### src/rtl/panel_pkg.sv
// Shared constants and types for the panel-side LED chain receiver.
// Latency: n/a (declarations only).
// Backpressure: n/a.
package panel_pkg;

  localparam int NUM_DEV    = 16;
  localparam int FRAME_BITS = 8 * NUM_DEV;
  // Counter must hold FRAME_BITS+1 (saturated overrun marker).
  localparam int CNT_W      = $clog2(FRAME_BITS + 2);

  typedef enum logic [1:0] {
    IDLE,
    SHIFTING,
    FULL,
    OVERRUN
  } rx_state_t;

  typedef logic [7:0] dev_byte_t;

endpackage

### src/rtl/link_sync.sv
// Multi-flop synchronizer for one asynchronous link line, optional rising-edge strobe.
// Latency: STAGES clk cycles to q; rise is asserted in the same cycle q first goes high.
// Backpressure: none; the link is push-only and cannot be stalled.
module link_sync #(
  parameter int STAGES  = 2,
  parameter bit EDGE_EN = 1'b1
) (
  input  logic clk,
  input  logic rst,
  input  logic d,
  output logic q,
  output logic rise
);

  logic [STAGES-1:0] sync;
  logic              prev;

  // Shift the raw pin through the synchronizer chain and remember the last settled level.
  always_ff @(posedge clk or negedge rst) begin
    if (!rst) begin
      sync <= '0;
      prev <= 1'b0;
    end else begin
      sync <= {sync[STAGES-2:0], d};
      prev <= sync[STAGES-1];
    end
  end

  assign q    = sync[STAGES-1];
  assign rise = EDGE_EN ? (q & ~prev) : 1'b0;

endmodule

### src/rtl/panel_frame_receiver.sv
// Panel-end receiver: shifts 8*NUM_DEV serial bits and publishes them as device bytes on latch.
// Latency: SYNC_STAGES+1 clk cycles from sclk/lat pin edge to shift_reg / out_bytes update.
// Backpressure: none; short or over-long frames are flagged with frame_err and dropped.
module panel_frame_receiver #(
  parameter int NUM_DEV     = panel_pkg::NUM_DEV,
  parameter int SYNC_STAGES = 2
) (
  input  logic                    clk,
  input  logic                    rst,
  input  logic                    sdi,
  input  logic                    sclk,
  input  logic                    lat,
  output logic [NUM_DEV-1:0][7:0] out_bytes,
  output logic                    frame_valid,
  output logic                    frame_err,
  output logic                    busy
);

  import panel_pkg::*;

  localparam int FB = 8 * NUM_DEV;
  localparam int CW = $clog2(FB + 2);
  localparam logic [CW-1:0] CNT_FULL = CW'(FB);
  localparam logic [CW-1:0] CNT_SAT  = CW'(FB + 1);

  logic          sdi_s;
  logic          sclk_rise;
  logic          lat_rise;
  logic          sdi_rise_unused;
  logic          sclk_q_unused;
  logic          lat_q_unused;

  logic [FB-1:0] shift_reg;
  logic [FB-1:0] shift_upd;
  logic [CW-1:0] bit_cnt;
  logic [CW-1:0] cnt_upd;
  rx_state_t     state;

  link_sync #(.STAGES(SYNC_STAGES), .EDGE_EN(1'b0)) u_sync_sdi (
    .clk(clk), .rst(rst), .d(sdi), .q(sdi_s), .rise(sdi_rise_unused)
  );

  link_sync #(.STAGES(SYNC_STAGES), .EDGE_EN(1'b1)) u_sync_sclk (
    .clk(clk), .rst(rst), .d(sclk), .q(sclk_q_unused), .rise(sclk_rise)
  );

  link_sync #(.STAGES(SYNC_STAGES), .EDGE_EN(1'b1)) u_sync_lat (
    .clk(clk), .rst(rst), .d(lat), .q(lat_q_unused), .rise(lat_rise)
  );

  // Shift and count for this cycle; a coincident latch decides on these updated values.
  always_comb begin
    shift_upd = shift_reg;
    cnt_upd   = bit_cnt;
    if (sclk_rise) begin
      shift_upd = {shift_reg[FB-2:0], sdi_s};
      if (bit_cnt != CNT_SAT) begin
        cnt_upd = bit_cnt + 1'b1;
      end
    end
  end

  // Receive FSM: tracks frame fill level, publishes or rejects the frame on latch.
  always_ff @(posedge clk or negedge rst) begin
    if (!rst) begin
      shift_reg   <= '0;
      bit_cnt     <= '0;
      state       <= IDLE;
      out_bytes   <= '0;
      frame_valid <= 1'b0;
      frame_err   <= 1'b0;
    end else begin
      frame_valid <= 1'b0;
      frame_err   <= 1'b0;
      // The chain keeps shifting even past a full frame, so the newest FB bits survive.
      shift_reg   <= shift_upd;
      if (lat_rise) begin
        bit_cnt <= '0;
        state   <= IDLE;
        if (cnt_upd == CNT_FULL) begin
          out_bytes   <= shift_upd;
          frame_valid <= 1'b1;
        end else begin
          frame_err   <= 1'b1;
        end
      end else begin
        bit_cnt <= cnt_upd;
        case (state)
          IDLE:     if (sclk_rise) state <= SHIFTING;
          SHIFTING: if (sclk_rise && cnt_upd == CNT_FULL) state <= FULL;
          FULL:     if (sclk_rise) state <= OVERRUN;
          OVERRUN:  state <= OVERRUN;
          default:  state <= IDLE;
        endcase
      end
    end
  end

  assign busy = (state != IDLE);

endmodule

### config.mk
export PLATFORM = sky130hd
export DESIGN_NAME = panel_frame_receiver
export DESIGN_NICKNAME = d
export VERILOG_FILES = /design/src/rtl/panel_pkg.sv /design/src/rtl/link_sync.sv /design/src/rtl/panel_frame_receiver.sv
export SDC_FILE = /design/constraint.sdc
export NUM_CORES = 1
export LEC_CHECK = 0
export CAP_MARGIN = 15
export CORE_UTILIZATION = 57
export CTS_BUF_LIST = sky130_fd_sc_hd__clkbuf_4 sky130_fd_sc_hd__clkbuf_8
export DETAILED_ROUTE_END_ITERATION = 10
export GPL_TIMING_DRIVEN = 0
export HOLD_SLACK_MARGIN = 0.12
export PLACE_DENSITY = 0.92
export SLEW_MARGIN = 20
export SYNTH_ARGS = -nofsm -noshare
export SYNTH_HDL_FRONTEND = slang
export SYNTH_SLANG_ARGS = --single-unit
### constraint.sdc
create_clock -name clk -period 3.3 [get_ports clk]
set_clock_uncertainty 0.15 [all_clocks]
set_input_delay 0.66 -clock clk [delete_from_list [all_inputs] [get_ports clk]]
set_output_delay 0.66 -clock clk [all_outputs]
set_load 0.005 [all_outputs]
==> results.py, run 1 <==
metrics = {
    "run_status": {
        "status": "finished clean",
    },
    "placed_design": {
        "placedCellCount": 1268,
        "place_congestion": 0.822,
        "dpl_cell_area_mm2": 0.0127,
        "io_buffers": 135,
        "hpwl_mm": 14.5,
    },
    "cts": {
        "cts_root_buf": "clkbuf_8",
        "htreeDepth": 2,
        "cts_buffer_depth": 3,
        "cts_tree": "done",
        "insertion_delay_ns": 0.56,
        "cts-buffers-inserted": 45,
        "clkSinkCount": 276,
        "clkTransAtPathRegs_ns": 0.06,
    },
    "pwr": {
        "power.leakage_nw": 6.91,
        "power_density_mw_per_mm2": 496,
        "vdd_drop_max_uv": 341,
    },
    "synth": {
        "synth_seq_area_share_pct": 63.0,
        "syn-cell-area_mm2": 0.0110,
        "syn_area_per_cell_um2": 12.2,
        "synth.area.top_cells": "dfrtp_1, mux2_4, nand2_1",
        "yosys.area.top_type": "dfrtp_1",
        "syn_inst": 897,
        "synth_fp_nets": 904,
        "yosysWarnings": 0,
        "async_flop_share_pct": 100,
        "synth_cell_types": 43,
        "synth_top_flop_cell": "dfrtp_1",
        "synth_edf_count": 0,
        "ys_seq_elements": 276,
        "synth_top_area_share_pct": 63.0,
    },
    "worst_hold_path": {
        "hold_class": "flop to flop",
        "holdPathStages": 0,
        "hold_end": "u_sync_sdi.sync[1]",
        "hp-start": "u_sync_sdi.sync[0]",
    },
    "routing": {
        "drt-vias-per-instance": 5.21,
        "firstDrtPassIters": 5,
        "drt-total-wl_mm": 22.8,
        "vias": 7005,
        "remaining_drc_errors": 0,
        "initialDrtViolationCount": 320,
        "drtAntennaViolNets": 0,
        "wire_per_inst_um": 16.9,
    },
    "setup_path": {
        "path_max_fanout": 10,
        "reg2reg_slack_ns": 0.16,
        "crit_type": "flop to flop",
        "timing.rr.end": "out_bytes[2]",
        "start_kind": "flop",
        "cp.required_ns": 3.57,
        "crit_path_end_kind": "flop",
        "worst_ep_arrival_time_ns": 3.41,
        "worstRegToRegCells": 10,
        "crit-reg2reg-launch": "bit_cnt[1]",
    },
    "layout": {
        "area_growth_pct": 24.3,
        "multi_input_area_mm2": 0.00370,
        "final_cell_mix": "nand2_1, dfrtp_1, clkdlybuf4s50_1, mux2_4, clkbuf_8",
        "drive_above_1_share_pct": 19.8,
        "final_common_cell": "nand2_1",
        "seqCellArea_mm2": 0.00691,
        "fin_nets": 1089,
        "nFillCells": 1198,
        "layout.cells.non_filler": 1344,
        "n_antenna_cell": 0,
        "stdcell_area_mm2": 0.0136,
    },
    "global_route": {
        "antenna_found_initial": 0,
        "grt_pass1_wl_mm": 37.1,
        "overflow": 0,
        "grt_pass1_vias": 7241,
        "grt_max_degree": 99,
        "grt_use_total_pct": 23.8,
    },
    "timing": {
        "max_freq_ghz": 0.318,
        "hold_viol": 0,
        "tightest_slew_ns": 0.820,
        "finalCritPeriodShare_pct": 95.2,
        "drv_slew": 0,
        "setup_violations": 0,
        "slew_headroom_pct": 45.3,
        "post-route-min-period_ns": 3.14,
    },
    "floorplan": {
        "core-area_mm2": 0.0188,
        "rows": 50,
        "die_w_um": 141,
        "fp.dieArea_mm2": 0.0198,
        "fp.dieH_um": 141,
        "start_util_pct": 58.4,
        "pin_count": 136,
    },
    "job": {
        "drv_cap": 0,
    },
}
## power by group
| group | switching, mW | internal, mW |
|---|---|---|
| logic | 0.184 | 0.0661 |
| registers | 0.0394 | 3.44 |
| clock network | 1.30 | 1.74 |
## worst max-delay path, stage by stage, from the launching register on
cell,delay (ns)
dfrtp_1,0.45
inv_1,0.09
ha_1,0.16
or4b_1,0.45
or4_1,0.49
o211ai_2,0.11
o2111ai_4,0.18
nor2_4,0.21
buf_6,0.20
buf_6,0.18
mux2_1,0.34
## area by class of cell
class	count	area share, %
plain buffers	44	2.67
clock buffers	69	6.33
clock inverters	6	0.477
inverters	3	0.0826
multi-input cells	574	27.2
flip-flops and latches	276	50.7
well taps	234	2.15
repair buffers	138	10.4
## synthesized netlist by cell type (3+ instances only)
cell type	count
dfrtp_1	276
o21a_1	5
mux2_1	9
mux2_4	100
nor2_1	10
nor3_1	5
mux2_2	19
inv_1	3
buf_12	11
xnor2_1	3
nand2_1	386
o21ai_0	3
clkbuf_1	27
## how the worst max path moves through the flow
stage	from	to	depth (start not counted)	slack [ns]
floorplan	bit_cnt[0]	out_bytes[100]	9	0.43
global placement	rst	out_bytes[76]	1	-9.77
detailed placement	bit_cnt[0]	out_bytes[2]	9	-0.02
CTS	bit_cnt[0]	out_bytes[2]	9	0.05
global route	bit_cnt[1]	out_bytes[13]	10	-0.01
finish	bit_cnt[1]	out_bytes[2]	10	0.16
## layer usage
layer,part of all wire (%),GRT usage (%),routed length (µm),up-vias
li1,-,-,-,3276
met4,1.9,7.89,435,0
met1,43,31.3,9870,3508
met2,49,38.9,11100,181
met5,0,0,0,-
met3,6.0,6.25,1370,40
## stage by stage
stage          utilization (%)  hold WS, ns  worst slack, ns  TNS (ns)  total power [mW]
6_report                  72.6        0.192            0.159         0              6.76
3_5_place_dp              67.5        0.185          -0.0202   -0.0810              3.78
5_1_grt                   72.6        0.212          -0.0109   -0.0109              7.01
3_3_place_gp              67.2        0.184            -9.77  -2690.68              3.75
2_1_floorplan                -        0.181            0.434         0              3.64
4_1_cts                   72.5        0.198           0.0549         0              6.82
## kinds of logic (layout without fill, tap and decap cells)
group | Yosys count | in the layout | share of synthesized area, %
DFF | 276 | 276 | 63.0
xor gates and xnor gates | 4 | 4 | 0.320
AOI/OAI and AO/OA | 16 | 16 | 1.15
and+or+nand+nor | 424 | 424 | 15.3
adders and majority gates | 2 | 2 | 0.228
buffers and inverters | 47 | 260 | 3.42
muxes | 128 | 128 | 16.6
## what timing repair did
item	in CTS	in global routing
hold buffers	1	0
setup buffers	0	0
resized for setup	1	5
pin swaps	0	2
hold endpoints to repair	96	0
endpoints found under the setup margin	9	117
No activity file was read; power rests on OpenSTA's default activity.
==> run 2, diff against run 1 <==
- CAP_MARGIN: 15 -> 10
- PLACE_DENSITY: 0.92 -> 0.86
==> run 2 against run 1 <==
  * First-iteration DRC count increased by 8.1%
  * Final area about the same
  * Critical path type unchanged
  * Critical endpoint is now out_bytes[97]
  * Flip-flop and latch count unchanged
  * Register-to-register slack got worse by 0.03 ns
  * Count of clock-buffer cells in the layout increased by 4
  * Routed wire length decreased by 4.8%
  * Final cell count increased by 0.22%
  * Largest cell class unchanged
==> results.py, run 2 (synthesis gave the netlist of run 1 again) <==
metrics = {
    "job": {
        "drv_cap": 0,
    },
    "timing": {
        "finalCritPeriodShare_pct": 96.1,
        "layout_setup_ws_ns": 0.129,
        "post-route-min-period_ns": 3.17,
        "max_freq_ghz": 0.315,
        "setup_violations": 0,
        "hold_viol": 0,
        "drv_slew": 0,
        "tightest_slew_ns": 0.729,
        "slew_headroom_pct": 50.1,
        "hold_slack_ns": 0.197,
    },
    "floorplan": {
        "fp.dieH_um": 141,
        "core-area_mm2": 0.0188,
        "start_util_pct": 58.4,
        "pin_count": 136,
        "fp.dieArea_mm2": 0.0198,
        "rows": 50,
        "die_w_um": 141,
    },
    "layout": {
        "n_antenna_cell": 0,
        "final_common_cell": "nand2_1",
        "drive_above_1_share_pct": 20.0,
        "fin_nets": 1089,
        "nFillCells": 1249,
        "final_cell_mix": "nand2_1, dfrtp_1, clkdlybuf4s50_1, mux2_4, clkbuf_8",
        "area_growth_pct": 24.3,
        "multi_input_area_mm2": 0.00370,
        "seqCellArea_mm2": 0.00691,
    },
    "pwr": {
        "finalPower_mw": 6.68,
        "vdd_drop_max_uv": 326,
        "power_density_mw_per_mm2": 490,
        "power.leakage_nw": 6.91,
    },
    "routing": {
        "drt-total-wl_mm": 21.7,
        "drtAntennaViolNets": 0,
        "initialDrtViolationCount": 346,
        "firstDrtPassIters": 4,
        "wire_per_inst_um": 16.1,
        "remaining_drc_errors": 0,
        "drt-vias-per-instance": 5.14,
        "vias": 6922,
    },
    "placed_design": {
        "io_buffers": 135,
        "place_congestion": 0.833,
        "dp_slack_ns": 0.136,
        "hpwl_mm": 14.0,
    },
    "setup_path": {
        "worst_ep_arrival_time_ns": 3.43,
        "worstRegToRegCells": 10,
        "path_max_fanout": 10,
        "crit_path_end_kind": "flop",
        "crit_path_top_delay_cell": "or4_1",
        "critPathMaxStageDelay_ns": 0.52,
        "path_buf_inv": 3,
        "crit_type": "flop to flop",
        "cp.required_ns": 3.56,
        "cp_common_cell": "buf_12",
        "path_depth": 10,
        "path_cells": "inv_1 -> ha_1 -> or4b_1 -> or4_1 -> o211ai_2 -> o2111ai_4 -> nor2_4 -> buf_12 -> buf_12 -> mux2_4",
        "start_kind": "flop",
        "cpLargestDelayFamily": "simple AND/OR/NAND/NOR gates",
    },
    "cts": {
        "insertion_delay_ns": 0.54,
        "cts-buffers-inserted": 44,
        "clkTransAtPathRegs_ns": 0.06,
        "cts_tree": "done",
        "clkSinkCount": 276,
        "cts_root_buf": "clkbuf_8",
        "cts_buffer_depth": 3,
        "htreeDepth": 2,
    },
    "global_route": {
        "grt_use_total_pct": 23.1,
        "grt_pass1_wl_mm": 36.2,
        "antenna_found_initial": 0,
        "grt_max_degree": 104,
        "grt_pass1_vias": 7212,
        "overflow": 0,
    },
    "run_status": {
        "status": "finished clean",
    },
    "worst_hold_path": {
        "holdPathStages": 0,
        "hold_class": "flop to flop",
    },
}
run 2: through the flow:
step,cell area (µm²),TNS (ns),util (%),instances
6_report,13600,0,72.6,1347
3_3_place_gp,12600,-2698.91,67.2,1266
3_5_place_dp,12700,0,67.5,1268
5_1_grt,13600,-0.00236,72.6,1347
4_1_cts,13600,0,72.5,1346
2_1_floorplan,11000,0,-,897
run 2: area by class of cell:
| cell class | instances | area share [%] |
|---|---|---|
| repair buffers | 139 | 10.5 |
| well taps | 234 | 2.15 |
| clock inverters | 4 | 0.184 |
| inverters | 3 | 0.0826 |
| clock buffers | 73 | 6.59 |
| multi-input cells | 574 | 27.1 |
| flip-flops and latches | 276 | 50.7 |
| plain buffers | 44 | 2.70 |
run 2: layer usage:
| layer | vias to the layer above | share of wire [%] | global-route usage [%] |
|---|---|---|---|
| li1 | 3268 | - | - |
| met3 | 30 | 5.9 | 6.28 |
| met5 | - | 0 | 0 |
| met1 | 3451 | 45 | 31.0 |
| met4 | 0 | 1.6 | 6.64 |
| met2 | 173 | 47 | 37.2 |
run 2: final timing paths:
path	end	slack [ns]	start
setup / recovery	out_bytes[97]	0.13	bit_cnt[1]
hold / removal	u_sync_sdi.sync[1]	0.20	u_sync_sdi.sync[0]
setup reg to reg	out_bytes[97]	0.13	bit_cnt[1]
hold reg to reg	u_sync_sdi.sync[1]	0.20	u_sync_sdi.sync[0]
max in group asynchronous	shift_reg[76]	1.15	rst
min in group asynchronous	frame_valid	0.56	rst
run 2: what timing repair did:
item,in CTS,in global routing
buffers inserted,0,1
hold buffers,1,0
gates resized for setup,0,7
hold endpoints to repair,98,0
endpoints found under the setup margin,0,127
run 2: power by group:
part           switching (mW)  internal [mW]  leakage [nW]
Clock                    1.25           1.71         0.489
Combinational           0.179         0.0652          2.60
Sequential             0.0382           3.44          3.82
Total                    1.47           5.21          6.91
run 2: worst reg2reg max path: cells and delay by family, from the launching register on:
family	cells	cell delay, ns
simple gates	3	1.24
flops	1	0.45
compound gates	2	0.28
buf+inv	3	0.46
fa+ha+maj	1	0.15
mux	1	0.31
